`config.mk`:
```
export PLATFORM = sky130hd
export DESIGN_NAME = led_status_ctrl
export DESIGN_NICKNAME = d
export VERILOG_FILES = /design/src/rtl/led_status_pkg.sv /design/src/rtl/led_status_chan.sv /design/src/rtl/led_status_ctrl.sv
export SDC_FILE = /design/constraint.sdc
export NUM_CORES = 1
export LEC_CHECK = 0
export ABC_CLOCK_PERIOD_IN_PS = 4590
export CORE_UTILIZATION = 60
export CTS_CLUSTER_DIAMETER = 50
export CTS_CLUSTER_SIZE = 14
export DETAILED_ROUTE_END_ITERATION = 16
export PLACE_DENSITY = 0.79
export SLEW_MARGIN = 20
export SYNTH_ARGS = -nofsm -noshare
export SYNTH_HDL_FRONTEND = slang
export SYNTH_HIERARCHICAL = 1
export SYNTH_SLANG_ARGS = --single-unit
```
`constraint.sdc`:
```
create_clock -name clk_in -period 4.59 [get_ports clk_in]
set_clock_uncertainty 0.2 [all_clocks]
set_input_delay 0.459 -clock clk_in [delete_from_list [all_inputs] [get_ports clk_in]]
set_output_delay 0.459 -clock clk_in [all_outputs]
set_load 0.02 [all_outputs]
```
`src/rtl/led_status_pkg.sv`:
```
// Shared definitions for the multi-channel LED status indicator.
// Holds the mode encodings, the channel FSM state encoding and the pattern constants.
package led_status_pkg;

    localparam int PHASE_W   = 4;
    localparam int GAP_TICKS = 8;

    typedef enum logic [2:0] {
        MODE_OFF   = 3'd0,
        MODE_ON    = 3'd1,
        MODE_SLOW  = 3'd2,
        MODE_FAST  = 3'd3,
        MODE_BURST = 3'd4,
        MODE_FLASH = 3'd5
    } mode_e;

    typedef enum logic [1:0] {
        ST_IDLE = 2'd0,
        ST_ON   = 2'd1,
        ST_OFF  = 2'd2,
        ST_GAP  = 2'd3
    } chan_state_e;

    // State a channel FSM takes when its mode is (re)entered.
    function automatic chan_state_e entry_state(input logic [2:0] mode);
        if (mode == MODE_BURST) begin
            return ST_ON;
        end else begin
            return ST_IDLE;
        end
    endfunction

    // Number of blinks per burst; a programmed count of 0 means a single blink.
    function automatic logic [2:0] burst_len(input logic [2:0] cnt);
        if (cnt == 3'd0) begin
            return 3'd1;
        end else begin
            return cnt;
        end
    endfunction

endpackage

```
`src/rtl/led_status_chan.sv`:
```
// One LED channel: mode/count (and duty) registers, the BURST/FLASH FSM and the LED output flop.
// Optional brightness gating is compiled in with LED_STATUS_PWM_EN.
module led_status_chan
    import led_status_pkg::*;
#(
    parameter int         FLASH_TICKS = 2,
    parameter logic [2:0] RST_MODE    = 3'd2
) (
    input  logic       clk_in,
    input  logic       rst_in,
    input  logic       tick_in,
    input  logic       slow_in,
    input  logic       fast_in,
    input  logic       event_in,
    input  logic       wr_in,
    input  logic [2:0] mode_in,
    input  logic [2:0] cnt_in,
`ifdef LED_STATUS_PWM_EN
    input  logic [3:0] duty_in,
    input  logic [3:0] pwm_cnt_in,
`endif
    output logic       led_out
);

    localparam int              CD_W    = $clog2(FLASH_TICKS + 1);
    localparam logic [CD_W-1:0] CD_LOAD = CD_W'(FLASH_TICKS);

    logic [2:0]      mode_q, mode_d;
    logic [2:0]      cnt_q, cnt_d;
    chan_state_e     state_q, state_d;
    logic [2:0]      blink_q, blink_d;
    logic [2:0]      gap_q, gap_d;
    logic [CD_W-1:0] cd_q, cd_d;
    logic            led_q, led_d;
    logic            pattern_s;
`ifdef LED_STATUS_PWM_EN
    logic [3:0]      duty_q, duty_d;
`endif

    // Next-state logic: a write reinitialises the channel and takes priority over tick and event.
    always_comb begin
        mode_d  = mode_q;
        cnt_d   = cnt_q;
        state_d = state_q;
        blink_d = blink_q;
        gap_d   = gap_q;
        cd_d    = cd_q;
`ifdef LED_STATUS_PWM_EN
        duty_d  = duty_q;
`endif
        if (wr_in) begin
            mode_d  = mode_in;
            cnt_d   = cnt_in;
            state_d = entry_state(mode_in);
            blink_d = 3'd0;
            gap_d   = 3'd0;
            cd_d    = '0;
`ifdef LED_STATUS_PWM_EN
            duty_d  = duty_in;
`endif
        end else begin
            case (mode_q)
                MODE_BURST: begin
                    if (tick_in) begin
                        case (state_q)
                            ST_ON: begin
                                if (({1'b0, blink_q} + 4'd1) >= {1'b0, burst_len(cnt_q)}) begin
                                    state_d = ST_GAP;
                                    blink_d = 3'd0;
                                    gap_d   = 3'd0;
                                end else begin
                                    state_d = ST_OFF;
                                    blink_d = blink_q + 3'd1;
                                end
                            end
                            ST_OFF: begin
                                state_d = ST_ON;
                            end
                            ST_GAP: begin
                                if (gap_q == 3'(GAP_TICKS - 1)) begin
                                    state_d = ST_ON;
                                    gap_d   = 3'd0;
                                end else begin
                                    gap_d = gap_q + 3'd1;
                                end
                            end
                            default: begin
                                state_d = ST_ON;
                            end
                        endcase
                    end else begin
                        state_d = state_q;
                    end
                end
                MODE_FLASH: begin
                    // An event reloads the countdown even when a tick would end ON.
                    if (event_in) begin
                        state_d = ST_ON;
                        cd_d    = CD_LOAD;
                    end else if (tick_in && (state_q == ST_ON)) begin
                        if (cd_q <= CD_W'(1)) begin
                            state_d = ST_IDLE;
                            cd_d    = '0;
                        end else begin
                            cd_d = cd_q - CD_W'(1);
                        end
                    end else begin
                        state_d = state_q;
                    end
                end
                default: begin
                    state_d = ST_IDLE;
                end
            endcase
        end
    end

    // Pattern selection from the current mode and state; the result is registered below.
    always_comb begin
        case (mode_q)
            MODE_OFF:   pattern_s = 1'b0;
            MODE_ON:    pattern_s = 1'b1;
            MODE_SLOW:  pattern_s = slow_in;
            MODE_FAST:  pattern_s = fast_in;
            MODE_BURST: pattern_s = (state_q == ST_ON);
            MODE_FLASH: pattern_s = (state_q == ST_ON);
            default:    pattern_s = 1'b0;
        endcase
`ifdef LED_STATUS_PWM_EN
        led_d = pattern_s & (pwm_cnt_in <= duty_q);
`else
        led_d = pattern_s;
`endif
    end

    // Channel registers with asynchronous reset into the reset mode's entry state.
    always_ff @(posedge clk_in or posedge rst_in) begin
        if (rst_in) begin
            mode_q  <= RST_MODE;
            cnt_q   <= 3'd1;
            state_q <= entry_state(RST_MODE);
            blink_q <= 3'd0;
            gap_q   <= 3'd0;
            cd_q    <= '0;
            led_q   <= 1'b0;
`ifdef LED_STATUS_PWM_EN
            duty_q  <= 4'd15;
`endif
        end else begin
            mode_q  <= mode_d;
            cnt_q   <= cnt_d;
            state_q <= state_d;
            blink_q <= blink_d;
            gap_q   <= gap_d;
            cd_q    <= cd_d;
            led_q   <= led_d;
`ifdef LED_STATUS_PWM_EN
            duty_q  <= duty_d;
`endif
        end
    end

    assign led_out = led_q;

endmodule

```
`src/rtl/led_status_ctrl.sv`:
```
// Multi-channel LED status controller: shared prescaler, phase counter and channel array.
// Define LED_STATUS_PWM_EN to add per-channel brightness (cfg_duty_in and a shared PWM counter).
module led_status_ctrl
    import led_status_pkg::*;
#(
    parameter int CHANNELS    = 4,
    parameter int PRESCALE_W  = 22,
    parameter int RST_MODE    = 2,
    parameter int FLASH_TICKS = 2
) (
    input  logic                clk_in,
    input  logic                rst_in,
    input  logic                cfg_wr_in,
    input  logic [2:0]          cfg_ch_in,
    input  logic [2:0]          cfg_mode_in,
    input  logic [2:0]          cfg_cnt_in,
`ifdef LED_STATUS_PWM_EN
    input  logic [3:0]          cfg_duty_in,
`endif
    input  logic [CHANNELS-1:0] event_in,
    output logic                tick_out,
    output logic [CHANNELS-1:0] led_out
);

    logic [PRESCALE_W-1:0] presc_q, presc_d;
    logic [PHASE_W-1:0]    phase_q, phase_d;
    logic                  tick_s;
    logic [CHANNELS-1:0]   ch_wr_s;
`ifdef LED_STATUS_PWM_EN
    logic [3:0]            pwm_q, pwm_d;
`endif

    // The tick marks the cycle in which the prescaler is about to wrap to zero.
    assign tick_s   = (presc_q == {PRESCALE_W{1'b1}});
    assign tick_out = tick_s;

    // Free-running prescaler, tick-driven phase counter and per-clock PWM counter.
    always_comb begin
        presc_d = presc_q + PRESCALE_W'(1);
        if (tick_s) begin
            phase_d = phase_q + PHASE_W'(1);
        end else begin
            phase_d = phase_q;
        end
`ifdef LED_STATUS_PWM_EN
        pwm_d = pwm_q + 4'd1;
`endif
    end

    // Shared timebase registers.
    always_ff @(posedge clk_in or posedge rst_in) begin
        if (rst_in) begin
            presc_q <= '0;
            phase_q <= '0;
`ifdef LED_STATUS_PWM_EN
            pwm_q   <= 4'd0;
`endif
        end else begin
            presc_q <= presc_d;
            phase_q <= phase_d;
`ifdef LED_STATUS_PWM_EN
            pwm_q   <= pwm_d;
`endif
        end
    end

    // Write decode: channel numbers at or above CHANNELS match no instance and are dropped.
    for (genvar gi = 0; gi < CHANNELS; gi++) begin : g_chan
        assign ch_wr_s[gi] = cfg_wr_in && (cfg_ch_in == 3'(gi));

        led_status_chan #(
            .FLASH_TICKS (FLASH_TICKS),
            .RST_MODE    (3'(RST_MODE))
        ) u_chan (
            .clk_in     (clk_in),
            .rst_in     (rst_in),
            .tick_in    (tick_s),
            .slow_in    (phase_q[PHASE_W-1]),
            .fast_in    (phase_q[1]),
            .event_in   (event_in[gi]),
            .wr_in      (ch_wr_s[gi]),
            .mode_in    (cfg_mode_in),
            .cnt_in     (cfg_cnt_in),
`ifdef LED_STATUS_PWM_EN
            .duty_in    (cfg_duty_in),
            .pwm_cnt_in (pwm_q),
`endif
            .led_out    (led_out[gi])
        );
    end

endmodule

```
==> flow_summary.json, run 1 <==
{
  "grt-busiest-layer": "met2",
  "setup_viol": 0,
  "tightest_slew_ps": 864.8,
  "die_x_um": 94.03,
  "synth_ff_type": "dfrtp_1",
  "synth_edf_count": 0,
  "io_pins": 21,
  "port_buffers": 20,
  "finalMaxSlewViolations": 0,
  "final_nets": 573,
  "ctsHoldBuffers": 0,
  "cp.arrival_ps": 2700,
  "nFillCells": 640,
  "start_util_pct": 61.84,
  "clock_sinks": 94,
  "cpMaxStageDelayCell": "clkdlybuf4s50_1",
  "syn-num-nets": 547,
  "dpl_cell_area_mm2": 0.005413,
  "hold_violations": 0,
  "maxCapViolations": 0,
  "drt_iter0_markers": 122,
  "wl_per_cell_um": 15.71,
  "viasPerCell": 6.017,
  "ys_ff_latch": 94,
  "synthTopCellsByArea": "dfrtp_1 42%, ha_1 6.4%, mux2_2 4.4%",
  "slew_headroom_pct": 41.99,
  "synth_area_per_cell_um2": 10.06,
  "ys_seq_area_share_pct": 46.49,
  "clock-root-buffer": "clkbuf_8",
  "cts_buffers": 9,
  "gr-usage-all-layers_pct": 24.64,
  "cpPeakStageDelay_ps": 630,
  "num_rows": 33,
  "rrSetupSlack_ps": 1500,
  "required_ps": 3930,
  "async_reset_ff_share_pct": 100.0,
  "post_cts_resized": 0,
  "yosys.area.top_type": "dfrtp_1",
  "p_leak_nw": 2.390,
  "power_mw": 2.137,
  "worstSkewPairLatency_ps": 350,
  "grt_setup_unrepaired": "false",
  "antenna_cells": 0,
  "cts_tree": "done",
  "r2r-start": "presc_q[0]$_DFF_PP0_",
  "hpwl_mm": 7.238,
  "worstPathCellList": "ha_1 > nand3_2 > or2_1 > nor4_2 > buf_4 > clkdlybuf4s50_1",
  "ant_nets": 0,
  "vias": 3857,
  "outcome": "complete, no violations",
  "clk_pin_slew_ps": 90,
  "overflow": 0,
  "yosysTopAreaCellShare_pct": 42.35,
  "multi_input_area_mm2": 0.002565,
  "fmax_mhz": 297.8,
  "critPathBufInv": 2,
  "synth_cells": 505,
  "grt_max_degree": 27,
  "htree_levels": 3,
  "grt_pass1_wl_mm": 17.02,
  "layout_worst_path_cycle_share_pct": 73.16,
  "dp_slack_ps": 1558,
  "grt_pass1_vias": 3691,
  "gp_congestion": 0.8494,
  "yosys_warnings": 6,
  "final_cell_area_mm2": 0.005597,
  "synth_area_mm2": 0.005081,
  "finalSetupTns_ps": 0,
  "final_util_pct": 68.11,
  "cp_num_cells": 6,
  "layout_common_cells": "86 x dfrtp_1, 40 x a21oi_1, 40 x o21ai_0",
  "synth_cell_types": 43,
  "timing.rr.end": "g_chan[1].u_chan/state_q[1]$_DFFE_PP0P_",
  "hold_path.class": "flip-flop to flip-flop",
  "post_cts_buffers": 0,
  "peakVddDrop_uv": 207.2,
  "crit_family": "buffers and inverters",
  "met3_usage_pct": 4.126,
  "antenna_found_initial": 0,
  "grtUsageMet1_pct": 33.23,
  "start_kind": "flip-flop",
  "min_period_ps": 3358,
  "path_max_fanout": 13,
  "layout_commonest_cell": "dfrtp_1",
  "startpoint": "presc_q[0]$_DFF_PP0_",
  "end_kind": "output pin",
  "die_y_um": 94.03,
  "wl_mm": 10.07,
  "drc": 0,
  "drtPass1Iterations": 4,
  "drive_gt1_share_pct": 12.13,
  "die-area_mm2": 0.008841,
  "fin_ws_ps": 1232,
  "coreArea_mm2": 0.008217,
  "clk_path_buf_depth": 2,
  "critPathKind": "flip-flop to output pin",
  "area_delta_synth_final_pct": 10.15,
  "critPathCapture": "tick_out",
  "seq_area_mm2": 0.002362,
  "reg2reg_depth": 9,
  "powerDensity_mw_per_mm2": 381.9,
  "globalRouteMet2Util_pct": 41.18
}
## cell usage after synthesis (11+ instances only)
| cell type | count |
|---|---|
| dfrtp_1 | 86 |
| nor3_1 | 13 |
| nand3b_1 | 16 |
| nand2_1 | 37 |
| a21oi_1 | 40 |
| nor2_1 | 13 |
| a31oi_1 | 12 |
| inv_1 | 33 |
| xor2_1 | 11 |
| xnor2_1 | 16 |
| ha_1 | 26 |
| mux2_2 | 20 |
| o21ai_0 | 40 |
| nand3_1 | 20 |
## cells by family (layout without fill, tap and decap cells)
family,Yosys count,count (layout),share of synthesized area (%)
adders and majority gates,26,26,6.402
xor gates and xnor gates,27,27,4.654
DFF,94,94,46.49
AOI/OAI and AO/OA,120,120,13.89
buffers and inverters,42,73,3.250
and+or+nand+nor,175,175,20.59
muxes,21,21,4.728
## sequential cells by signal, indices dropped and copies added, names as in the netlist
name and count:
g_chan.u_chan/gap_q 12, phase_q 4, g_chan.u_chan/state_q 8, g_chan.u_chan/blink_q 12, g_chan.u_chan/mode_q 12, g_chan.u_chan/led_out 4
g_chan.u_chan/cd_q 8, g_chan.u_chan/cnt_q 12, presc_q 22
## area by class of cell
type	count	area share [%]
multi-input combinational	369	45.83
sequential	94	42.21
timing repair buffer	24	4.114
clock buffer	11	2.526
tap	105	2.347
inverter	33	2.213
clock inverter	5	0.7601
## power by group
group | internal, mW | switching [mW]
registers | 0.960 | 0.129
logic | 0.249 | 0.291
clock network | 0.217 | 0.291
total | 1.43 | 0.712
## metrics by stage
stage	cells	hold slack (ps)
floorplan	505	183.6
global placement	625	256.9
finish	641	284.5
CTS	641	287.9
global route	641	311.3
detailed placement	625	271.4
## metal layers
metal,vias to the layer above,routed length (um)
met1,1899,4640
met2,65,4956
met4,0,109
li1,1883,-
met3,10,362
met5,-,0
## worst min-delay path by stage
stage                                               to  cells past startpoint                   start  slack [ps]
2_1_floorplan  g_chan[0].u_chan/blink_q[0]$_DFFE_PP0P_                      1                  rst_in         180
3_3_place_gp                      presc_q[0]$_DFF_PP0_                      1    presc_q[0]$_DFF_PP0_         260
3_5_place_dp                    phase_q[2]$_DFFE_PP0N_                      1  phase_q[2]$_DFFE_PP0N_         270
4_1_cts                         phase_q[2]$_DFFE_PP0N_                      1  phase_q[2]$_DFFE_PP0N_         290
5_1_grt                         phase_q[2]$_DFFE_PP0N_                      1  phase_q[2]$_DFFE_PP0N_         310
6_report                          presc_q[0]$_DFF_PP0_                      1    presc_q[0]$_DFF_PP0_         280
(Power assumes the default switching activity.)
==> run 2, diff against run 1 <==
- ABC_CLOCK_PERIOD_IN_PS: 4590 -> 3100
- clock period: 4.59 -> 3.1 ns (I/O delays scaled with it)
==> flow_summary.json, run 2 (same netlist as run 1, synthesis figures left out) <==
{
  "worstSkewPairLatency_ps": 360,
  "antenna_found_initial": 0,
  "coreArea_mm2": 0.008217,
  "swShare_pct": 31.88,
  "drive_gt1_share_pct": 13.49,
  "die_y_um": 94.03,
  "grt_max_degree": 27,
  "start_util_pct": 61.84,
  "cpMaxStageDelayCell": "dfrtp_1",
  "grt_pass1_wl_mm": 17.14,
  "powerDensity_mw_per_mm2": 571.8,
  "clk_pin_slew_ps": 90,
  "hpwl_mm": 7.164,
  "slew_headroom_pct": 56.53,
  "clockPowerShare_pct": 26.0,
  "htree_levels": 3,
  "peakVddDrop_uv": 275.3,
  "required_ps": 2590,
  "end_kind": "output pin",
  "start_kind": "flip-flop",
  "r2r-start": "presc_q[8]$_DFF_PP0_",
  "critPathKind": "flip-flop to output pin",
  "layout_commonest_cell": "dfrtp_1",
  "finalSetupTns_ps": 0,
  "gr-usage-all-layers_pct": 25.09,
  "worstPathCellList": "nand4_1 > nor2_2 > nand3_1 > nor4_4 > buf_2 > dlygate4sd2_1",
  "dp_cells": 629,
  "power_frac_seq_pct": 49.5,
  "antenna_cells": 0,
  "drtPass1Iterations": 4,
  "clock-root-buffer": "clkbuf_8",
  "p_sw_mw": 1.034,
  "gp_congestion": 0.8169,
  "dpl_cell_area_mm2": 0.005451,
  "viasPerCell": 5.989,
  "hold_violations": 0,
  "io_pins": 21,
  "ant_nets": 0,
  "pwr-share-comb_pct": 24.5,
  "port_buffers": 20,
  "stdcell_count": 646,
  "fin_ws_ps": 198.5,
  "largest_register_ffs": 22,
  "clock_sinks": 94,
  "layout_worst_path_cycle_share_pct": 93.60,
  "p_leak_nw": 2.467,
  "vias": 3869,
  "tightest_slew_ps": 651.4,
  "die-area_mm2": 0.008841,
  "maxCapViolations": 0,
  "timing.rr.end": "g_chan[1].u_chan/state_q[1]$_DFFE_PP0P_",
  "fmax_mhz": 344.7,
  "reg2reg_depth": 9,
  "final_cell_area_mm2": 0.005673,
  "setup_viol": 0,
  "rrSetupSlack_ps": 210,
  "worst_hold_slack_ps": 271.7,
  "wl_per_cell_um": 15.90,
  "layout_common_cells": "86 x dfrtp_1, 40 x o21ai_0, 39 x a21oi_1",
  "wl_mm": 10.27,
  "top_register": "presc_q",
  "cpPeakStageDelay_ps": 450,
  "overflow": 0,
  "grt_pass1_vias": 3868,
  "cp.arrival_ps": 2390,
  "area_delta_synth_final_pct": 11.65,
  "path_max_fanout": 6,
  "outcome": "complete, no violations",
  "clk_path_buf_depth": 2,
  "grt_setup_unrepaired": "false",
  "ctsHoldBuffers": 0,
  "num_rows": 33,
  "cts_buffers": 9,
  "die_x_um": 94.03,
  "power.internal_mw": 2.210,
  "post_cts_buffers": 0,
  "cts_tree": "done",
  "drt_iter0_markers": 126,
  "hold_path.class": "input pin to async pin",
  "min_period_ps": 2901,
  "dp_slack_ps": 68.04,
  "finalMaxSlewViolations": 0,
  "nFillCells": 619,
  "drc": 0,
  "final_nets": 578
}
run 2: final cells by class:
class | instances | area [um^2] | share of cell area [%]
multi-input cells | 369 | 2580 | 45.48
well taps | 105 | 131.4 | 2.316
clock inverters | 5 | 56.30 | 0.9925
clock buffers | 11 | 151.4 | 2.669
flip-flops and latches | 94 | 2362 | 41.64
repair buffers | 29 | 267.8 | 4.720
inverters | 33 | 123.9 | 2.184
run 2: power groups by stage:
stage                     Sequential [mW]  Clock [mW]  Combinational [mW]
after floorplan                      1.60           0               0.559
after global placement               1.62           0               0.754
after detailed placement             1.62           0               0.787
after CTS                            1.60       0.860               0.792
after global routing                 1.64       0.911               0.893
final                                1.61       0.843               0.794
run 2: critical path: cells and delay by family (launching register included):
kind,cells,cell delay [ps]
buf+inv,2,680
simple gates,4,900
flops,1,450
run 2: how the worst max path moves through the flow:
stage / startpoint / to / slack (ps) / cells after the start
after floorplan: presc_q[0]$_DFF_PP0_ / g_chan[0].u_chan/state_q[1]$_DFFE_PP0P_ / 0.1 / 9
after global placement: presc_q[0]$_DFF_PP0_ / g_chan[1].u_chan/state_q[1]$_DFFE_PP0P_ / 190 / 9
after detailed placement: presc_q[0]$_DFF_PP0_ / g_chan[3].u_chan/state_q[1]$_DFFE_PP0P_ / 70 / 9
after CTS: presc_q[0]$_DFF_PP0_ / g_chan[3].u_chan/state_q[1]$_DFFE_PP0P_ / 60 / 9
after global routing: presc_q[8]$_DFF_PP0_ / g_chan[3].u_chan/blink_q[2]$_DFFE_PP0P_ / 30 / 9
final: presc_q[8]$_DFF_PP0_ / tick_out / 200 / 6
run 2: timing repair:
item,4_1_cts,5_1_grt
endpoints found under the setup margin,1,17
pin swaps,0,1
gates cloned,0,1
gates resized for setup,1,3
run 2: layer usage:
metal	up-vias	share of wire (%)	wire length, um	GRT usage (%)
met3	15	2.5	253	3.155
met1	1900	46	4677	31.10
li1	1896	-	-	-
met2	58	50	5148	44.22
met4	0	1.9	191	10.26
met5	-	0	0	0
run 2: metrics by stage:
stage	util, %	total power [mW]
finish	69.04	3.244
global route	69.04	3.443
CTS	68.86	3.254
detailed placement	66.35	2.410
global placement	66.35	2.371
floorplan	-	2.163
==> patch 1 (config.mk and constraints of run 1) <==
Reset style: synchronous (`rst_in`), changed in 2 clocked blocks. Comments in the files are not updated.
--- a/src/rtl/led_status_chan.sv
+++ b/src/rtl/led_status_chan.sv
@@ -136,3 +136,3 @@
     // Channel registers with asynchronous reset into the reset mode's entry state.
-    always_ff @(posedge clk_in or posedge rst_in) begin
+    always_ff @(posedge clk_in) begin
         if (rst_in) begin
--- a/src/rtl/led_status_ctrl.sv
+++ b/src/rtl/led_status_ctrl.sv
@@ -50,3 +50,3 @@
     // Shared timebase registers.
-    always_ff @(posedge clk_in or posedge rst_in) begin
+    always_ff @(posedge clk_in) begin
         if (rst_in) begin
Function: differs if rst_in is asserted again (counterexample within 4 cycles, from zero or initial values and one cycle with rst_in high); with rst_in held inactive, the same outputs for 10 cycles.
==> patch 1 against run 1 <==
  * Sequential cell count is the same
  * Worst setup slack lost 0.20 ns
  * Via count up 11%
  * Routed wire length increased by 1.1%
  * Design area is 0.22% lower
  * Utilization down 0.15 points
  * Count of clock-buffer cells in the layout is 2 lower
  * Largest cell class unchanged
  * First-iteration DRC count is 48% higher
  * Worst hold slack lost 0.033 ns
  * Area after synthesis grew 0.22%
Power is not compared: it rests on default switching activity, and its combinational part moved more than twofold at a synthesized area within 25%.
==> patch 1: results (changes against run 1) <==
The instance count after placement with tap cells included is 687 (+9.9%). The register share of the cell area is 33.7% (-8.5 points). The actual slew at the worst max-slew pin came out at 0.790 ns (-0.0745 ns). The number of flip-flops and latches was 94 (unchanged).

The average footprint of a synthesized cell came out at 8.76 um^2 (-13%). The hold slack is 0.251 ns (-0.0332 ns). The area fraction of clock buffers and clock inverters is 4.37% (+1.1 points). The layout cell share with drive strength beyond 1 came out at 8.36% (-3.8 points).

The timing startpoint of the critical path is presc_q[3]. The weighted congestion at the end of routability-driven global placement is 0.791 (-6.9%). The buffering overhead is 3.90% (-0.21 points). The total routing usage reported by global routing came out at 24.4% (-0.21 points). The kind of cell with the highest combined delay along the critical path is simple AND/OR/NAND/NOR gates. The HPWL after detailed placement is 7.16 mm (-1.1%). The number of nets at the end of the flow came out at 635 (+11%). Ranked by total cell area, the synthesized netlist is headed by dfxtp_1 (37%), ha_1 (6.4%), a21oi_1 (5.1%). The flow ran to the end, and the final reports show no timing, DRC or antenna violations. The setup slack after placement was 1.43 ns (-0.129 ns). The end of the worst register-to-register path is g_chan[1].u_chan/blink_q[0]. The maximum cell stage delay along the critical path is 0.68 ns (+0.05 ns). The non-clock buffer total of the final layout is 23 (-4.2%). The non-clock inverter total of the final layout came to 29 (-12%). The wire length of the first global-routing pass was 17.4 mm (+2.1%). The peak fanout along the critical path came out at 17 (+4). The final setup slack of the worst path came out at 1.03 ns (-0.203 ns). The clock buffer instance count of the final layout is 9 (-2). The per-cell via count in the routed design came out at 6.07 (+0.94%).
[patch 1: cell types whose count changed after synthesis, sizes merged, moves of 12 or more]
cell / delta
a21oi: +16
dfrtp: -86
nor2: +29
mux2: -21
nand2b: +12
mux2i: +12
or3: +14
o21ai: -13
dfxtp: +94
a21o: +12
[patch 1: how the worst min path moves through the flow]
| stage | end |
|---|---|
| 2_1_floorplan | presc_q[0] |
| 3_3_place_gp | presc_q[0] |
| 3_5_place_dp | presc_q[0] |
| 4_1_cts | presc_q[0] |
| 5_1_grt | presc_q[0] |
| 6_report | presc_q[0] |
[patch 1: power by group]
group          switching (mW)  internal [mW]
logic                  0.0424         0.0336
clock network           0.295          0.365
registers             0.00956          0.823
[patch 1: routing by layer]
| metal | vias to the layer above | track usage (%) |
|---|---|---|
| li1 | 2168 | - |
| met1 | 2021 | 29.0 |
| met2 | 62 | 43.2 |
| met3 | 19 | 3.64 |
| met4 | 0 | 11.0 |
| met5 | - | 0 |
==> patch 2 (config.mk and constraints of run 1) <==
Without the edit above. Build with the macro `LED_STATUS_PWM_EN` defined.
--- a/src/rtl/led_status_chan.sv
+++ b/src/rtl/led_status_chan.sv
@@ -2,2 +2,4 @@
 // Optional brightness gating is compiled in with LED_STATUS_PWM_EN.
+`define LED_STATUS_PWM_EN
+
 module led_status_chan
Interface: changed (added cfg_duty_in); port bits go from 21 to 25. No check against the original RTL was run, so the function may have changed too.
==> patch 2 against run 1 <==
  * Area after synthesis rose by 23%
  * Sequential cell count rose by 20
  * Worst setup slack got worse by 0.35 ns
  * Design area rose by 27%
  * Clock power rose by 140%
  * Routed wire length rose by 27%
  * Combinational power fell by 15%
  * Fmax fell by 9.5%
  * Count of clock-buffer cells in the layout rose by 9
  * Total power rose by 39%
  * Critical path type unchanged
  * Largest power group unchanged
  * Highest routed layer unchanged
==> patch 2: results (changes against run 1) <==
The aggregate routed wire length is 12.8 mm (+27%). The number of H-tree branching levels is 4 (+1). The latest clock arrival within the worst-skew pair is 0.53 ns (+0.18 ns). The worst IR drop on VDD came out at 0.000305 V (+47%). The weighted congestion at the end of routability-driven global placement was 0.802 (-5.6%).

The number of clock buffers inserted by TritonCTS is 17 (+8). The wire length of the first global-routing pass came to 22.3 mm (+31%). The via count of the first global-routing pass came out at 4734 (+28%). The net count after synthesis came out at 655 (+20%).

The worst hold-check path type is flip-flop to flip-flop. The commonest cells after synthesis are dfrtp_1 (90), nand2_1 (50), ha_1 (43). After synthesis, the cell types taking the most area are dfrtp_1 (36%), dfstp_2 (10%), ha_1 (8.6%). The count of cell types in the netlist is 46 (+7.0%). The largest net degree at the start of global routing came to 31 (+15%). The met1 usage in global routing came out at 32.3% (-0.92 points). The leakage power came to 3.43 nW (+44%). The run finished with clean final reports. The count of fill cells added during filler insertion came to 719 (+12%). The peak fanout along the critical path came out at 19 (+6).

The per-cell via count in the routed design came out at 5.82 (-3.3%). The layout cell share with drive strength beyond 1 came out at 17.0% (+4.9 points). The sequential area share after synthesis is 46.2% (-0.30 points).

The count of buffers from port buffering is 24 (+20%). The clock transition at the registers of the reported paths came out at 0.05 ns (-0.04 ns). The data arrival time of the critical path is 3.05 ns (+0.35 ns). The number of nets at the end of the flow is 690 (+20%).

The actual slew at the worst max-slew pin came out at 1.08 ns (+0.219 ns). The total routing usage reported by global routing is 26.3% (+1.7 points). The number of setup violations in the final report is 0 (unchanged). The met2 demand-to-capacity share in global routing is 43.6% (+2.4 points). The number of violations reported at the end of detailed-routing iteration 0 came out at 208 (+70%). The ratio of total power to cell area came out at 417 nW/um^2 (+9.1%). The HPWL after detailed placement is 8.96 mm (+24%). The routing usage on met3 was 6.89% (+2.8 points).
[patch 2: final cells by class]
type	count	share of cell area, %
clock inverter	12	1.61
tap	133	2.33
timing repair buffer	28	3.79
clock buffer	20	6.11
multi-input combinational	426	43.6
sequential	114	40.4
inverter	40	2.11
[patch 2: per-layer routing]
metal	up-vias	share of wire, %	wire [um]
met5	-	0	0
met4	0	1.8	237
met3	24	3.7	480
met2	84	51	6490
met1	2218	44	5600
li1	2171	-	-
[patch 2: metrics by stage]
step / area (um^2) / total power, mW / setup WS (ns) / cells
floorplan: 6240 / 1.61 / 1.98 / 592
detailed placement: 6580 / 1.76 / 1.46 / 741
global route: 7130 / 3.12 / 0.701 / 773
CTS: 7130 / 2.99 / 0.871 / 773
finish: 7130 / 2.97 / 0.879 / 773
global placement: 6580 / 1.73 / 1.55 / 741
[patch 2: power breakdown]
group	switching, mW	leakage, nW	internal, mW
Sequential	0.124	1.43	1.17
Clock	0.443	0.274	0.776
Combinational	0.232	1.73	0.226
Total	0.799	3.43	2.17
[patch 2: cell families after synthesis]
logic type	count (synthesis)	synth area share, %
buf+inv	52	4.09
xor+xnor	29	4.07
simple gates	197	18.3
fa+ha+maj	43	8.62
mux	37	6.58
flops	114	46.2
compound gates	120	12.2
[patch 2: final timing paths]
check / from / to / slack [ns] / cells after the start
setup / recovery: presc_q[0] / tick_out / 0.88 / 5
hold / removal: presc_q[13] / presc_q[13] / 0.27 / 1
setup reg to reg: presc_q[0] / g_chan[3].u_chan/blink_q[2] / 1.58 / 9
hold reg to reg: presc_q[13] / presc_q[13] / 0.27 / 1
max in group asynchronous: rst_in / g_chan[2].u_chan/cnt_q[1] / 3.27 / 2
min in group asynchronous: rst_in / pwm_q[1] / 0.31 / 2
[patch 2: critical path, cell delays in order, from the launching register on]
cell and delay [ns]:
dfrtp_1 0.42, ha_1 0.29, nand4_4 0.16, nor4_4 0.49
and3_4 0.49, clkdlybuf4s50_1 0.67
